## config.mk

```make
export PLATFORM = sky130hd
export DESIGN_NAME = rotation_sequencer
export DESIGN_NICKNAME = d
export VERILOG_FILES = /design/src/rtl/rotation_sequencer.sv
export SDC_FILE = /design/constraint.sdc
export NUM_CORES = 1
export LEC_CHECK = 0
export BUFFER_PORTS_ARGS = -buffer_cell sky130_fd_sc_hd__buf_2
export CORE_ASPECT_RATIO = 1.25
export CORE_UTILIZATION = 25
export CTS_BUF_LIST = sky130_fd_sc_hd__clkbuf_4 sky130_fd_sc_hd__clkbuf_8 sky130_fd_sc_hd__clkbuf_16
export DETAILED_ROUTE_END_ITERATION = 10
export GPL_TIMING_DRIVEN = 0
export PLACE_DENSITY = 0.54
export SYNTH_ARGS = -nofsm -noshare
export SYNTH_HDL_FRONTEND = slang
export SYNTH_SLANG_ARGS = --single-unit
```

## constraint.sdc

```tcl
create_clock -name clock -period 8.74 [get_ports clock]
set_clock_uncertainty 0.2 [all_clocks]
set_input_delay 1.311 -clock clock [delete_from_list [all_inputs] [get_ports clock]]
set_output_delay 1.311 -clock clock [all_outputs]
set_load 0.05 [all_outputs]
```

## src/rtl/rotation_sequencer.sv

```systemverilog
// Staggered launch sequencer for the four swerve rotation angle controllers.
// Tracks per-wheel completion, stall and timeout; aborts launched wheels on error.
module rotation_sequencer #(
    parameter int unsigned STAGGER_CYCLES = 1000,
    parameter int unsigned MASK_CYCLES    = 8,
    parameter logic [23:0] TIMEOUT_CYCLES = 24'd5000000,
    parameter int unsigned ABORT_HOLD     = 4
) (
    input  logic        clock,
    input  logic        reset_n,
    input  logic        cmd_valid,
    output logic        cmd_ready,
    input  logic [47:0] cmd_angles,
    input  logic [3:0]  cmd_mask,
    input  logic        user_abort,
    output logic [47:0] target_angle,
    output logic [3:0]  angle_update,
    output logic [3:0]  abort_angle,
    input  logic [3:0]  angle_done,
    input  logic [3:0]  stalled,
    output logic        busy,
    output logic        seq_done,
    output logic [1:0]  err_code,
    output logic [3:0]  err_wheel,
    output logic [3:0]  done_mask
);

    localparam int unsigned SW =
        (STAGGER_CYCLES > 1) ? $clog2(STAGGER_CYCLES) : 1;
    localparam logic [SW-1:0] STAG_LD = SW'(STAGGER_CYCLES - 1);
    localparam logic [3:0]    MASK_LD = 4'(MASK_CYCLES);
    localparam logic [3:0]    HOLD_LD = 4'(ABORT_HOLD - 1);

    typedef enum logic [2:0] {
        S_IDLE,
        S_LAUNCH,
        S_WAIT,
        S_ABORT,
        S_FINISH
    } state_t;

    state_t           state_q, state_d;
    logic [47:0]      target_q, target_d;
    logic [3:0]       mask_q, mask_d;
    logic [3:0]       pending_q, pending_d;
    logic [3:0]       launched_q, launched_d;
    logic [3:0]       done_q, done_d;
    logic [1:0]       err_q, err_d;
    logic [3:0]       errw_q, errw_d;
    logic [SW-1:0]    stag_q, stag_d;
    logic [23:0]      tmo_q, tmo_d;
    logic [3:0]       hold_q, hold_d;
    logic [3:0][3:0]  mcnt_q, mcnt_d;

    logic [3:0][3:0]  mdec;
    logic [3:0]       sel;
    logic [3:0]       stall_hit;
    logic [3:0]       upd;
    logic [3:0]       abrt;
    logic [23:0]      tmo_inc;
    logic             fire;
    logic             active;
    logic             err_any;

    always_ff @(posedge clock or negedge reset_n) begin
        if (!reset_n) begin
            state_q    <= S_IDLE;
            target_q   <= '0;
            mask_q     <= '0;
            pending_q  <= '0;
            launched_q <= '0;
            done_q     <= '0;
            err_q      <= '0;
            errw_q     <= '0;
            stag_q     <= '0;
            tmo_q      <= '0;
            hold_q     <= '0;
            mcnt_q     <= '0;
        end else begin
            state_q    <= state_d;
            target_q   <= target_d;
            mask_q     <= mask_d;
            pending_q  <= pending_d;
            launched_q <= launched_d;
            done_q     <= done_d;
            err_q      <= err_d;
            errw_q     <= errw_d;
            stag_q     <= stag_d;
            tmo_q      <= tmo_d;
            hold_q     <= hold_d;
            mcnt_q     <= mcnt_d;
        end
    end

    always_comb begin
        state_d    = state_q;
        target_d   = target_q;
        mask_d     = mask_q;
        pending_d  = pending_q;
        launched_d = launched_q;
        done_d     = done_q;
        err_d      = err_q;
        errw_d     = errw_q;
        stag_d     = stag_q;
        tmo_d      = tmo_q;
        hold_d     = hold_q;
        mcnt_d     = mcnt_q;
        mdec       = '0;
        upd        = '0;
        abrt       = '0;

        // lowest pending wheel: ascending order, unmasked wheels cost nothing
        sel       = pending_q & (~pending_q + 4'd1);
        active    = (state_q == S_LAUNCH) || (state_q == S_WAIT);
        fire      = (state_q == S_LAUNCH) && (stag_q == '0)
                    && (pending_q != '0);
        stall_hit = stalled & launched_q;
        tmo_inc   = tmo_q + 24'd1;
        err_any   = active && (user_abort || (stall_hit != '0)
                    || (tmo_inc == TIMEOUT_CYCLES));

        if (fire && !err_any) begin
            upd = sel;
        end

        if (active) begin
            tmo_d = tmo_inc;
            for (int i = 0; i < 4; i++) begin
                if (launched_q[i]) begin
                    mdec[i]   = (mcnt_q[i] == 4'd0) ? 4'd0
                                                    : mcnt_q[i] - 4'd1;
                    mcnt_d[i] = mdec[i];
                    if ((mdec[i] == 4'd0) && angle_done[i]) begin
                        done_d[i] = 1'b1;
                    end
                end
                if (upd[i]) begin
                    launched_d[i] = 1'b1;
                    mcnt_d[i]     = MASK_LD;
                end
            end
        end

        unique case (state_q)
            S_IDLE: begin
                if (cmd_valid) begin
                    target_d   = cmd_angles;
                    mask_d     = cmd_mask;
                    pending_d  = cmd_mask;
                    launched_d = '0;
                    done_d     = '0;
                    err_d      = '0;
                    errw_d     = '0;
                    stag_d     = '0;
                    tmo_d      = '0;
                    mcnt_d     = '0;
                    state_d    = (cmd_mask == '0) ? S_FINISH : S_LAUNCH;
                end
            end
            S_LAUNCH, S_WAIT: begin
                if (err_any) begin
                    state_d = S_ABORT;
                    hold_d  = HOLD_LD;
                    if (user_abort) begin
                        err_d = 2'b11;
                    end else if (stall_hit != '0) begin
                        err_d  = 2'b01;
                        errw_d = stall_hit;
                    end else begin
                        err_d = 2'b10;
                    end
                end else if (state_q == S_LAUNCH) begin
                    if (fire) begin
                        pending_d = pending_q & ~sel;
                        stag_d    = STAG_LD;
                        if ((pending_q & ~sel) == '0) begin
                            state_d = S_WAIT;
                        end
                    end else if (stag_q != '0) begin
                        stag_d = stag_q - SW'(1);
                    end
                end else if (done_q == mask_q) begin
                    state_d = S_FINISH;
                end
            end
            S_ABORT: begin
                abrt = launched_q;
                if (hold_q == 4'd0) begin
                    state_d = S_FINISH;
                end else begin
                    hold_d = hold_q - 4'd1;
                end
            end
            S_FINISH: begin
                state_d = S_IDLE;
            end
            default: begin
                state_d = S_IDLE;
            end
        endcase
    end

    assign cmd_ready    = (state_q == S_IDLE);
    assign busy         = (state_q != S_IDLE);
    assign seq_done     = (state_q == S_FINISH);
    assign angle_update = upd;
    assign abort_angle  = abrt;
    assign target_angle = target_q;
    assign err_code     = err_q;
    assign err_wheel    = errw_q;
    assign done_mask    = done_q;

endmodule

```

==> summary.txt, run 1 <==
Die
  • Die height: 180 um
  • Horizontal extent of the die: 145 um
  • Die area: 26100 um^2
  • Starting Density: 25.7%
  • Number of rows created at floorplan: 64
  • Core Area: 24700 um^2
  • IO Pins: 133

Timing
  • Final worst path period need: 5.17 ns
  • Max Clk Rate: 193 MHz
  • Setup-violating endpoint count in the final report: 0
  • Final Hold Fails: 0
  • Worst-margin pin slew: 0.919 ns
  • Final TNS setup: 0 ns
  • Final critical-path share of the clock period: 59.2%
  • Final-report max-slew violation count: 0
  • RSZ-0062 raised after global routing: no
  • Post-Route Hold Slack: 0.265 ns
  • Relative slew slack: 38.2%

Detailed routing
  • Count of nets left with antenna violations after detail routing: 0
  • Initial DRC Count: 323
  • WL per Instance: 15.5 um
  • Ratio of routed vias to standard cells: 4.74
  • Number of iterations in the first detailed-routing pass: 5
  • Count of unresolved DRC violations after routing: 0
  • DR vias: 5807
  • Wire length reported by the detailed router: 19.0 mm

Global route
  • Gr ovfl total: 0
  • Initial antenna violation count: 0
  • Global-route wire length before repair: 30.8 mm
  • GRT Overall Usage: 15.4%
  • Vias in the first global route: 5765
  • Pin count of the biggest net entering global routing: 67

Synthesis
  • Yosys warning total: 0
  • Synthesized area per cell: 8.72 um^2
  • Post-Synthesis Net Count: 797
  • Most frequently used flop master after synthesis: sky130_fd_sc_hd__dfrtp_1
  • FFs w/ async S/R, synth: 100%
  • Number of instances in the synthesized netlist: 730
  • Synth unique cells: 62
  • Sequential cell area fraction in the yosys report: 49.9%
  • Number of register bits inferred by synthesis: 127
  • Number of flops mapped to enable cells by yosys: 0
  • Post-Syn Area: 6360 um^2

Clocking
  • Number of gates given a new drive strength after cts: 0
  • CTS Root Cell: sky130_fd_sc_hd__clkbuf_16
  • Maximum root-to-sink buffer count: 2
  • H-tree Lvls: 4
  • Post-CTS Setup Repair Bufs: 0
  • Clock insertion delay at the later pin of the skew report: 0.43 ns
  • Number of buffers created by CTS: 17
  • Clock slew seen by the registers of the worst setup and hold paths: 0.06 ns
  • CTS Sinks: 127
  • Hold-fix buffers, CTS: 0
  • Clock tree from TritonCTS: built

Layout
  • Number of antenna diodes: 0
  • Total number of nets in the final design: 949
  • Leading cell types in the layout, fill and taps excluded: sky130_fd_sc_hd__nand2_1, sky130_fd_sc_hd__buf_2, sky130_fd_sc_hd__dfrtp_1
  • Most common cell after layout, fill and taps aside: sky130_fd_sc_hd__nand2_1
  • Number of standard cells in the final layout excluding fillers: 1225
  • Area growth, synth to finish: 26.2%
  • Share of post-route cells with drive strength above 1: 21.2%

Power and ir drop
  • Maximum resistive drop on vdd: 212 uV
  • Ratio of total power to cell area: 364 nW/um^2
  • Pleak: 3.81 nW

Setup path
  • Cell breakdown of the critical path: ha_1 -> nand2_1 -> nor4_1 -> or4_1 -> nand4_2 -> and4_1 -> nor4_1 -> buf_2
  • Element type at the critical path end: primary output
  • Crit Path Class: reg2out
  • Arrival time of data at the critical path endpoint: 3.66 ns
  • Worst stage delay on the critical path: 0.77 ns
  • Required time of the worst setup path: 7.23 ns
  • Cell mode on critical path: sky130_fd_sc_hd__nor4_1
  • Startpoint types: register
  • Worst-path fanout max: 6
  • Cell type of the slowest stage on the worst timing path: sky130_fd_sc_hd__nor4_1

Run
  • Max Cap Viol: 0

Place
  • Port bufs: 132
  • Number of placed instances with taps included: 1193
  • Final weighted congestion in routability-driven placement: 0.794
  • Detailed Place HPWL: 13.7 mm

Worst hold path
  • Hold crit path type: reg2reg

Status
  • Result of the run: finished, final reports clean
-- metal layers --
| metal | GRT usage [%] | vias to the layer above | share of wire, % |
|---|---|---|---|
| met5 | 0 | - | 0 |
| met4 | 5.64 | 0 | 1.7 |
| met3 | 3.93 | 25 | 5.4 |
| met2 | 26.2 | 156 | 50 |
| met1 | 18.4 | 2788 | 43 |
| li1 | - | 2838 | - |
-- cells by family after synthesis --
logic type	after synthesis	synth area share, %
flip-flops	127	49.9
XOR/XNOR	31	4.27
multiplexers	3	0.491
AO/OA/AOI/OAI	102	11.9
AND/OR/NAND/NOR	415	29.9
buffers and inverters	49	2.99
adder cells (fa/ha/maj)	3	0.590
-- synthesized netlist by cell type, types with 2 or more instances --
cell                        count  area (um^2)
sky130_fd_sc_hd__nor2_1        69          259
sky130_fd_sc_hd__ha_1           3         37.5
sky130_fd_sc_hd__inv_1         10         37.5
sky130_fd_sc_hd__a21o_1         6         45.0
sky130_fd_sc_hd__a211oi_1       4         30.0
sky130_fd_sc_hd__nand4_2        2         25.0
sky130_fd_sc_hd__a211o_1        3         26.3
sky130_fd_sc_hd__and4_1         3         26.3
sky130_fd_sc_hd__a31o_2         2         17.5
sky130_fd_sc_hd__and3_1        10         62.6
sky130_fd_sc_hd__a21oi_1       26          130
sky130_fd_sc_hd__a221oi_2       3         45.0
sky130_fd_sc_hd__buf_1          8         30.0
sky130_fd_sc_hd__buf_2          5         25.0
sky130_fd_sc_hd__clkbuf_1      26         97.6
sky130_fd_sc_hd__or4_1          8         60.1
sky130_fd_sc_hd__nand4b_1       2         17.5
sky130_fd_sc_hd__a41oi_1        6         52.6
sky130_fd_sc_hd__o21a_1         6         45.0
sky130_fd_sc_hd__a221o_1        6         60.1
sky130_fd_sc_hd__or3_1          3         18.8
sky130_fd_sc_hd__nor4_1        13         81.3
sky130_fd_sc_hd__a2111oi_0      2         17.5
sky130_fd_sc_hd__mux2i_1        2         20.0
sky130_fd_sc_hd__o21ai_0        7         35.0
sky130_fd_sc_hd__o31ai_1        8         60.1
sky130_fd_sc_hd__a22oi_1        2         15.0
sky130_fd_sc_hd__or2_2          5         31.3
sky130_fd_sc_hd__nor3b_1        4         30.0
sky130_fd_sc_hd__nand2_1      212          796
sky130_fd_sc_hd__nand4_1        8         50.1
sky130_fd_sc_hd__and2_1         5         31.3
sky130_fd_sc_hd__dfrtp_1      127         3180
sky130_fd_sc_hd__nor3_1        29          145
sky130_fd_sc_hd__xor2_1        20          175
sky130_fd_sc_hd__nand2b_1       9         56.3
sky130_fd_sc_hd__a31oi_1        4         25.0
sky130_fd_sc_hd__nand3_1       22          110
sky130_fd_sc_hd__o211ai_1       2         15.0
sky130_fd_sc_hd__xnor2_1       11         96.3
sky130_fd_sc_hd__o31a_1         2         17.5
sky130_fd_sc_hd__nor2b_1        2         12.5
sky130_fd_sc_hd__nor4b_1        4         35.0
-- critical path: cells and delay by family, from the launching register on --
family,cells,cell delay (ns)
simple gates,6,2.19
flops,1,0.43
fa+ha+maj,1,0.23
buf+inv,1,0.37
-- where the power goes --
part | total (W) | switching, W | leakage (nW) | internal (W)
sequential | 0.000908 | 0.000135 | 1.63 | 0.000773
combinational | 0.00133 | 0.000986 | 1.92 | 0.000345
clock | 0.000682 | 0.000302 | 0.265 | 0.000380
total | 0.00292 | 0.00142 | 3.81 | 0.00150
-- worst paths after layout --
| check | start | end | slack (ns) | cells past startpoint |
|---|---|---|---|---|
| worst max-delay path | tmo_q[0] | angle_update[3] | 3.57 | 8 |
| worst min-delay path | target_angle[38] | target_angle[38] | 0.26 | 2 |
| worst max register to register | stag_q[0] | mcnt_q[10] | 5.22 | 9 |
| worst min register to register | target_angle[38] | target_angle[38] | 0.26 | 2 |
| max in group asynchronous | reset_n | mask_q[1] | 6.91 | 2 |
| min in group asynchronous | reset_n | done_mask[2] | 0.68 | 1 |
-- state kept, by name, indices dropped and copies added, names as in the netlist --
name	cells
mcnt_q	16
err_wheel	4
target_angle	48
done_mask	4
state_q	3
stag_q	10
mask_q	4
err_code	2
hold_q	4
tmo_q	24
pending_q	4
launched_q	4
-- cell type report --
| cell class | instances | area [um^2] |
|---|---|---|
| fillers | 2627 | 16700 |
| flip-flops and latches | 127 | 3180 |
| multi-input cells | 554 | 3000 |
| repair buffers | 133 | 694 |
| clock buffers | 18 | 439 |
| well taps | 330 | 413 |
| plain buffers | 39 | 153 |
| clock inverters | 14 | 123 |
| inverters | 10 | 37.5 |
-- metrics by stage --
stage	cell area [um^2]	worst slack [ns]	power [W]	utilization, %
finish	8030	3.57	0.00292	32.5
global route	8030	3.33	0.00310	32.5
CTS	8030	3.54	0.00295	32.5
detailed placement	7470	4.04	0.00225	30.2
global placement	7440	4.06	0.00224	30.1
floorplan	6360	3.75	0.00187	-
Note: power is estimated with default switching activity, not from simulation.
==> run 2, diff against run 1 <==
ABC_AREA = 1   (was default)
clock period = 5.18 ns   (was 8.74 ns; I/O delays follow)
==> run 2 against run 1 <==
  * Synthesized area grew 5.1%
  * Sequential cell count is the same
  * Sequential share of layout area shrank 1.7 points
  * Highest routed layer unchanged
  * Synthesized cell count grew 24%
  * Worst setup slack lost 2.3 ns
  * Wire length shrank 3.5%
  * Combinational power grew 130%
==> summary.txt, run 2 <==
Synthesis
  • Synthesized area per cell: 7.40 um^2
  • Number of flops mapped to enable cells by yosys: 0
  • List of most frequent post-synthesis cells: sky130_fd_sc_hd__nand2_1, sky130_fd_sc_hd__dfrtp_1, sky130_fd_sc_hd__inv_1
  • Yosys top cell area share: 47.5%
  • Sequential cell area fraction in the yosys report: 47.5%
  • Number of instances in the synthesized netlist: 904
  • Simple logic cell fraction of the synthesized area: 32.6%
  • Yosys warning total: 0
  • Synth Area in XOR/XNOR: 1.83%
  • Cell taking the most area after synthesis: sky130_fd_sc_hd__dfrtp_1
  • Cells taking the most area after synthesis: sky130_fd_sc_hd__dfrtp_1, sky130_fd_sc_hd__nand2_1, sky130_fd_sc_hd__inv_1, sky130_fd_sc_hd__nor2_1, sky130_fd_sc_hd__a21oi_1
  • Number of register bits inferred by synthesis: 127
  • Fraction of the mapped netlist area in adder cells: 0.561%
  • Post-Synthesis Net Count: 971
  • Most frequently used flop master after synthesis: sky130_fd_sc_hd__dfrtp_1
  • FFs w/ async S/R, synth: 100%
  • Most frequently used cell type in the post-synthesis netlist: sky130_fd_sc_hd__nand2_1
  • Main combinational cell family by area after synthesis: simple AND/OR/NAND/NOR gates
  • Synthesized-area fraction occupied by ao, oa, aoi and oai cells: 9.62%
  • Post-Syn Area: 6690 um^2
  • Mux share of post-synthesis cell area: 0%
  • Synth unique cells: 36

Power and ir drop
  • Ratio of total power to cell area: 722 nW/um^2
  • Maximum resistive drop on vdd: 352 uV
  • Overall Power: 0.00607 W
  • Pleak: 4.46 nW

Place
  • Final weighted congestion in routability-driven placement: 0.810
  • Post-DP Area: 7810 um^2
  • Setup WS pre-CTS: 1.34 ns
  • Detailed Place HPWL: 13.7 mm
  • Port bufs: 132

Layout
  • FILL cells: 2787
  • Share of post-route cells with drive strength above 1: 19.0%
  • Area growth, synth to finish: 25.7%
  • Number of flip-flops under the largest register name: 48
  • Most common cell after layout, fill and taps aside: sky130_fd_sc_hd__nand2_1
  • Summed area of non-filler cells in the final layout: 8400 um^2
  • Leading cell types in the layout, fill and taps excluded: sky130_fd_sc_hd__nand2_1, sky130_fd_sc_hd__buf_2, sky130_fd_sc_hd__dfrtp_1
  • Number of antenna diodes: 0
  • Total number of nets in the final design: 1123
  • Share of the core filled with cells: 32.1%

Setup path
  • Arrival time of data at the critical path endpoint: 2.94 ns
  • Required time of the worst setup path: 4.20 ns
  • Worst reg-to-reg setup slack: 2.46 ns
  • Cell breakdown of the critical path: inv_1 -> ha_1 -> nand2_1 -> nor3_2 -> nand3_1 -> nor4_1 -> inv_1 -> nor2_2 -> nand3_4 -> inv_1 -> buf_2
  • Crit Path Class: reg2out
  • Cell mode on critical path: sky130_fd_sc_hd__inv_1
  • Startpoint types: register
  • Buf+Inv Stages, Crit Path: 4
  • Element type at the critical path end: primary output
  • Top Family by Delay on Critical Path: simple AND/OR/NAND/NOR gates
  • Worst-path fanout max: 6
  • Worst stage delay on the critical path: 0.37 ns
  • Cell type of the slowest stage on the worst timing path: sky130_fd_sc_hd__dfrtp_1

Timing
  • Worst-margin pin slew: 0.645 ns
  • Final TNS setup: 0 ns
  • Max Clk Rate: 255 MHz
  • Relative slew slack: 56.6%
  • Worst setup margin: 1.26 ns
  • Final-report max-slew violation count: 0
  • Final critical-path share of the clock period: 75.7%
  • Final Hold Fails: 0
  • Setup-violating endpoint count in the final report: 0
  • RSZ-0062 raised after global routing: no
  • Final worst path period need: 3.92 ns

Worst hold path
  • Hold crit path type: in2async

Die
  • Core Area: 26200 um^2
  • Number of rows created at floorplan: 66
  • IO Pins: 133
  • Die height: 185 um
  • Die area: 27400 um^2
  • Starting Density: 25.5%
  • Horizontal extent of the die: 148 um

Detailed routing
  • Count of unresolved DRC violations after routing: 0
  • Number of iterations in the first detailed-routing pass: 5
  • WL per Instance: 13.0 um
  • Wire length reported by the detailed router: 18.3 mm
  • Count of nets left with antenna violations after detail routing: 0
  • DR vias: 6107
  • Initial DRC Count: 285
  • Ratio of routed vias to standard cells: 4.33

Global route
  • GRT Overall Usage: 14.2%
  • Gr ovfl total: 0
  • Initial antenna violation count: 0
  • Pin count of the biggest net entering global routing: 85
  • Global-route wire length before repair: 30.3 mm
  • Vias in the first global route: 5891

Clocking
  • Maximum root-to-sink buffer count: 2
  • Hold-fix buffers, CTS: 0
  • CTS Root Cell: sky130_fd_sc_hd__clkbuf_16
  • Clock slew seen by the registers of the worst setup and hold paths: 0.06 ns
  • Clock insertion delay at the later pin of the skew report: 0.42 ns
  • Clock tree from TritonCTS: built
  • Number of gates given a new drive strength after cts: 0
  • Number of buffers created by CTS: 17
  • Post-CTS Setup Repair Bufs: 0
  • H-tree Lvls: 4
  • CTS Sinks: 127

Status
  • Result of the run: finished, final reports clean

Run
  • Max Cap Viol: 0
[run 2: kinds of logic after synthesis]
family                   after synthesis
adder cells (fa/ha/maj)                3
XOR/XNOR                              14
flip-flops                           127
AND/OR/NAND/NOR                      510
buffers and inverters                139
AO/OA/AOI/OAI                        111
[run 2: per-stage QoR]
stage | instances | hold slack (ns)
floorplan | 904 | 0.259
global placement | 1376 | 0.250
detailed placement | 1377 | 0.253
CTS | 1409 | 0.0791
global route | 1409 | 0.0937
finish | 1409 | 0.0773
[run 2: path summary, 6_finish.rpt]
path | startpoint | to | cells after the start
worst max-delay path | stag_q[0] | angle_update[2] | 11
worst min register to register | target_angle[13] | target_angle[13] | 2
worst min-delay path | reset_n | hold_q[2] | 1
max in group asynchronous | reset_n | tmo_q[14] | 2
min in group clock | target_angle[13] | target_angle[13] | 2
worst max register to register | state_q[0] | tmo_q[12] | 8
[run 2: report_power, final]
group	switching (W)	internal [W]
registers	0.000336	0.00142
clock network	0.000474	0.000728
logic	0.00227	0.000835
total	0.00308	0.00299
[run 2: layout make-up]
type / instances / area [um^2] / area share, %
sequential: 127 / 3180 / 37.8
multi-input combinational: 638 / 2980 / 35.5
timing repair buffer: 133 / 694 / 8.26
clock buffer: 18 / 439 / 5.23
tap: 340 / 425 / 5.06
inverter: 112 / 420 / 5.00
clock inverter: 14 / 158 / 1.88
buffer: 27 / 105 / 1.25
[run 2: layer usage]
layer | track usage, % | share of wire, % | vias up
met2 | 25.4 | 52 | 109
met3 | 2.88 | 3.4 | 18
met1 | 16.6 | 43 | 2860
met5 | 0 | 0 | -
met4 | 4.91 | 1.7 | 0
li1 | - | - | 3120
==> run 3, diff against run 2 <==
PLACE_DENSITY = 0.55   (was 0.54)
clock period = 3.3 ns   (was 5.18 ns; I/O delays follow)
==> run 3 against run 2 <==
  * The run now ends with negative setup slack left
  * Non-clock buffer count increased by 34
  * Critical endpoint unchanged
  * Clock power up 56%
  * Count of clock-buffer cells in the layout fell by 1
  * Hold slack lost 0.016 ns
  * Worst setup slack got worse by 1.3 ns
  * Sequential share of layout area is 1.5 points lower
==> summary.txt, run 3 (synthesis gave the netlist of run 2 again) <==
Place
  • Detailed Place HPWL: 13.9 mm
  • Final weighted congestion in routability-driven placement: 0.817
  • Setup WS pre-CTS: 0.0747 ns
  • Number of placed instances with taps included: 1377
  • Port bufs: 132

Global route
  • Pin count of the biggest net entering global routing: 79
  • Gr ovfl total: 0
  • Vias in the first global route: 6193
  • GRT Overall Usage: 14.6%
  • Initial antenna violation count: 0
  • Global-route wire length before repair: 31.4 mm

Clocking
  • CTS Sinks: 127
  • Clock slew seen by the registers of the worst setup and hold paths: 0.06 ns
  • Clock tree from TritonCTS: built
  • Number of buffers created by CTS: 17
  • H-tree Lvls: 4
  • Maximum root-to-sink buffer count: 2
  • CTS Root Cell: sky130_fd_sc_hd__clkbuf_16
  • Clock insertion delay at the later pin of the skew report: 0.43 ns

Die
  • Horizontal extent of the die: 148 um
  • Die area: 27400 um^2
  • Core Area: 26200 um^2
  • Die height: 185 um
  • Starting Density: 25.5%
  • Number of rows created at floorplan: 66
  • IO Pins: 133

Layout
  • Number of antenna diodes: 0
  • Share of post-route cells with drive strength above 1: 22.7%
  • Area growth, synth to finish: 31.0%
  • Leading cell types in the layout, fill and taps excluded: sky130_fd_sc_hd__nand2_1, sky130_fd_sc_hd__dfrtp_1, sky130_fd_sc_hd__buf_2
  • Total number of nets in the final design: 1157
  • Most common cell after layout, fill and taps aside: sky130_fd_sc_hd__nand2_1
  • Number of flip-flops under the largest register name: 48
  • Number of standard cells in the final layout excluding fillers: 1443

Timing
  • Final worst path period need: 3.31 ns
  • Final Hold Fails: 0
  • Final-report max-slew violation count: 0
  • Max Clk Rate: 303 MHz
  • Post-Route Hold Slack: 0.0611 ns
  • Worst-margin pin slew: 0.662 ns
  • Worst setup margin: -0.00551 ns
  • Final critical-path share of the clock period: 100%
  • Relative slew slack: 55.8%
  • Final TNS setup: -0.00551 ns
  • Setup-violating endpoint count in the final report: 1
  • RSZ-0062 raised after global routing: yes

Power and ir drop
  • Overall Power: 0.00986 W
  • Ratio of total power to cell area: 1130 nW/um^2
  • Maximum resistive drop on vdd: 496 uV
  • Pleak: 4.63 nW

Setup path
  • Required time of the worst setup path: 2.60 ns
  • Path depth of the worst reg2reg path: 22
  • Worst-path fanout max: 5
  • Worst reg-to-reg setup slack: 0.11 ns
  • Element type at the critical path end: primary output
  • Setup crit start: tmo_q[0]
  • Worst r2r src: tmo_q[0]
  • End of the worst register-to-register path: tmo_q[17]
  • Arrival time of data at the critical path endpoint: 2.61 ns
  • Crit Path Class: reg2out
  • Startpoint types: register
  • Destination of the critical timing path: angle_update[2]

Worst hold path
  • Hold crit path type: in2reg
  • Min-Delay Startpoint: cmd_angles[45]

Detailed routing
  • Number of iterations in the first detailed-routing pass: 5
  • DR vias: 6323
  • Wire length reported by the detailed router: 19.4 mm
  • Initial DRC Count: 217
  • Count of nets left with antenna violations after detail routing: 0
  • Ratio of routed vias to standard cells: 4.38
  • WL per Instance: 13.4 um
  • Count of unresolved DRC violations after routing: 0

Status
  • Result of the run: finished with violations
  • Failing checks: negative setup slack

Run
  • Max Cap Viol: 0
-- run 3: cell count changes in the layout (fill, tap and decap cells not counted), moves of 2 or more --
cell	delta
sky130_fd_sc_hd__buf_2	-4
sky130_fd_sc_hd__inv_1	-5
sky130_fd_sc_hd__buf_8	+3
sky130_fd_sc_hd__nor2_1	-3
sky130_fd_sc_hd__nor2_2	+2
sky130_fd_sc_hd__buf_4	+27
sky130_fd_sc_hd__clkinv_4	-3
sky130_fd_sc_hd__nand2_1	-3
sky130_fd_sc_hd__inv_6	+5
sky130_fd_sc_hd__buf_6	+7
sky130_fd_sc_hd__inv_2	+5
-- run 3: routing by layer --
| metal | vias to the layer above | wire length (um) | global-route usage [%] |
|---|---|---|---|
| met5 | - | 0 | 0 |
| met2 | 137 | 9880 | 25.7 |
| met3 | 39 | 815 | 2.88 |
| met1 | 2955 | 7990 | 16.7 |
| met4 | 0 | 658 | 7.51 |
| li1 | 3192 | - | - |
-- run 3: stage by stage --
stage	util, %	instance area [um^2]
floorplan	-	6690
global placement	29.7	7770
detailed placement	29.8	7810
CTS	33.1	8660
global route	33.5	8760
finish	33.5	8760
-- run 3: worst min-delay path by stage --
stage	to	cells after the start
finish	target_angle[45]	3
global route	target_angle[38]	3
CTS	target_angle[45]	3
detailed placement	target_angle[4]	2
global placement	target_angle[37]	2
floorplan	done_mask[0]	0
-- run 3: worst max-delay path, cell delays in order, from the launching register on --
cell and delay, ns:
sky130_fd_sc_hd__dfrtp_1 0.43, sky130_fd_sc_hd__buf_6 0.13, sky130_fd_sc_hd__inv_2 0.03, sky130_fd_sc_hd__nor2_4 0.21
sky130_fd_sc_hd__nand2_4 0.10, sky130_fd_sc_hd__nor2_4 0.19, sky130_fd_sc_hd__buf_4 0.14, sky130_fd_sc_hd__nand3_1 0.07
sky130_fd_sc_hd__nand2_1 0.10, sky130_fd_sc_hd__nor2_1 0.06, sky130_fd_sc_hd__nand2_1 0.09, sky130_fd_sc_hd__nor2_2 0.04
sky130_fd_sc_hd__nand2_2 0.09, sky130_fd_sc_hd__nand2_4 0.07, sky130_fd_sc_hd__nand2_8 0.10, sky130_fd_sc_hd__nand3_4 0.10
sky130_fd_sc_hd__inv_2 0.09, sky130_fd_sc_hd__buf_8 0.14
-- run 3: where the power goes --
part / internal [W] / leakage, nW / switching, W
combinational: 0.00152 / 2.73 / 0.00369
clock: 0.00106 / 0.279 / 0.000806
sequential: 0.00224 / 1.62 / 0.000541
-- run 3: final cells by class --
cell class	count	area [um^2]
well taps	340	425
repair buffers	167	1010
clock buffers	17	425
multi-input cells	638	3050
plain buffers	27	105
fillers	2828	17400
clock inverters	15	149
inverters	112	420
flip-flops and latches	127	3180
-- run 3: timing repair --
item                                    in CTS  in global routing
gates resized for setup                     22                 14
setup buffers                               26                  8
pin swaps                                   12                 13
endpoints found under the setup margin       4                  5
hold buffers                                 1                  0
hold endpoints to repair                    49                  0
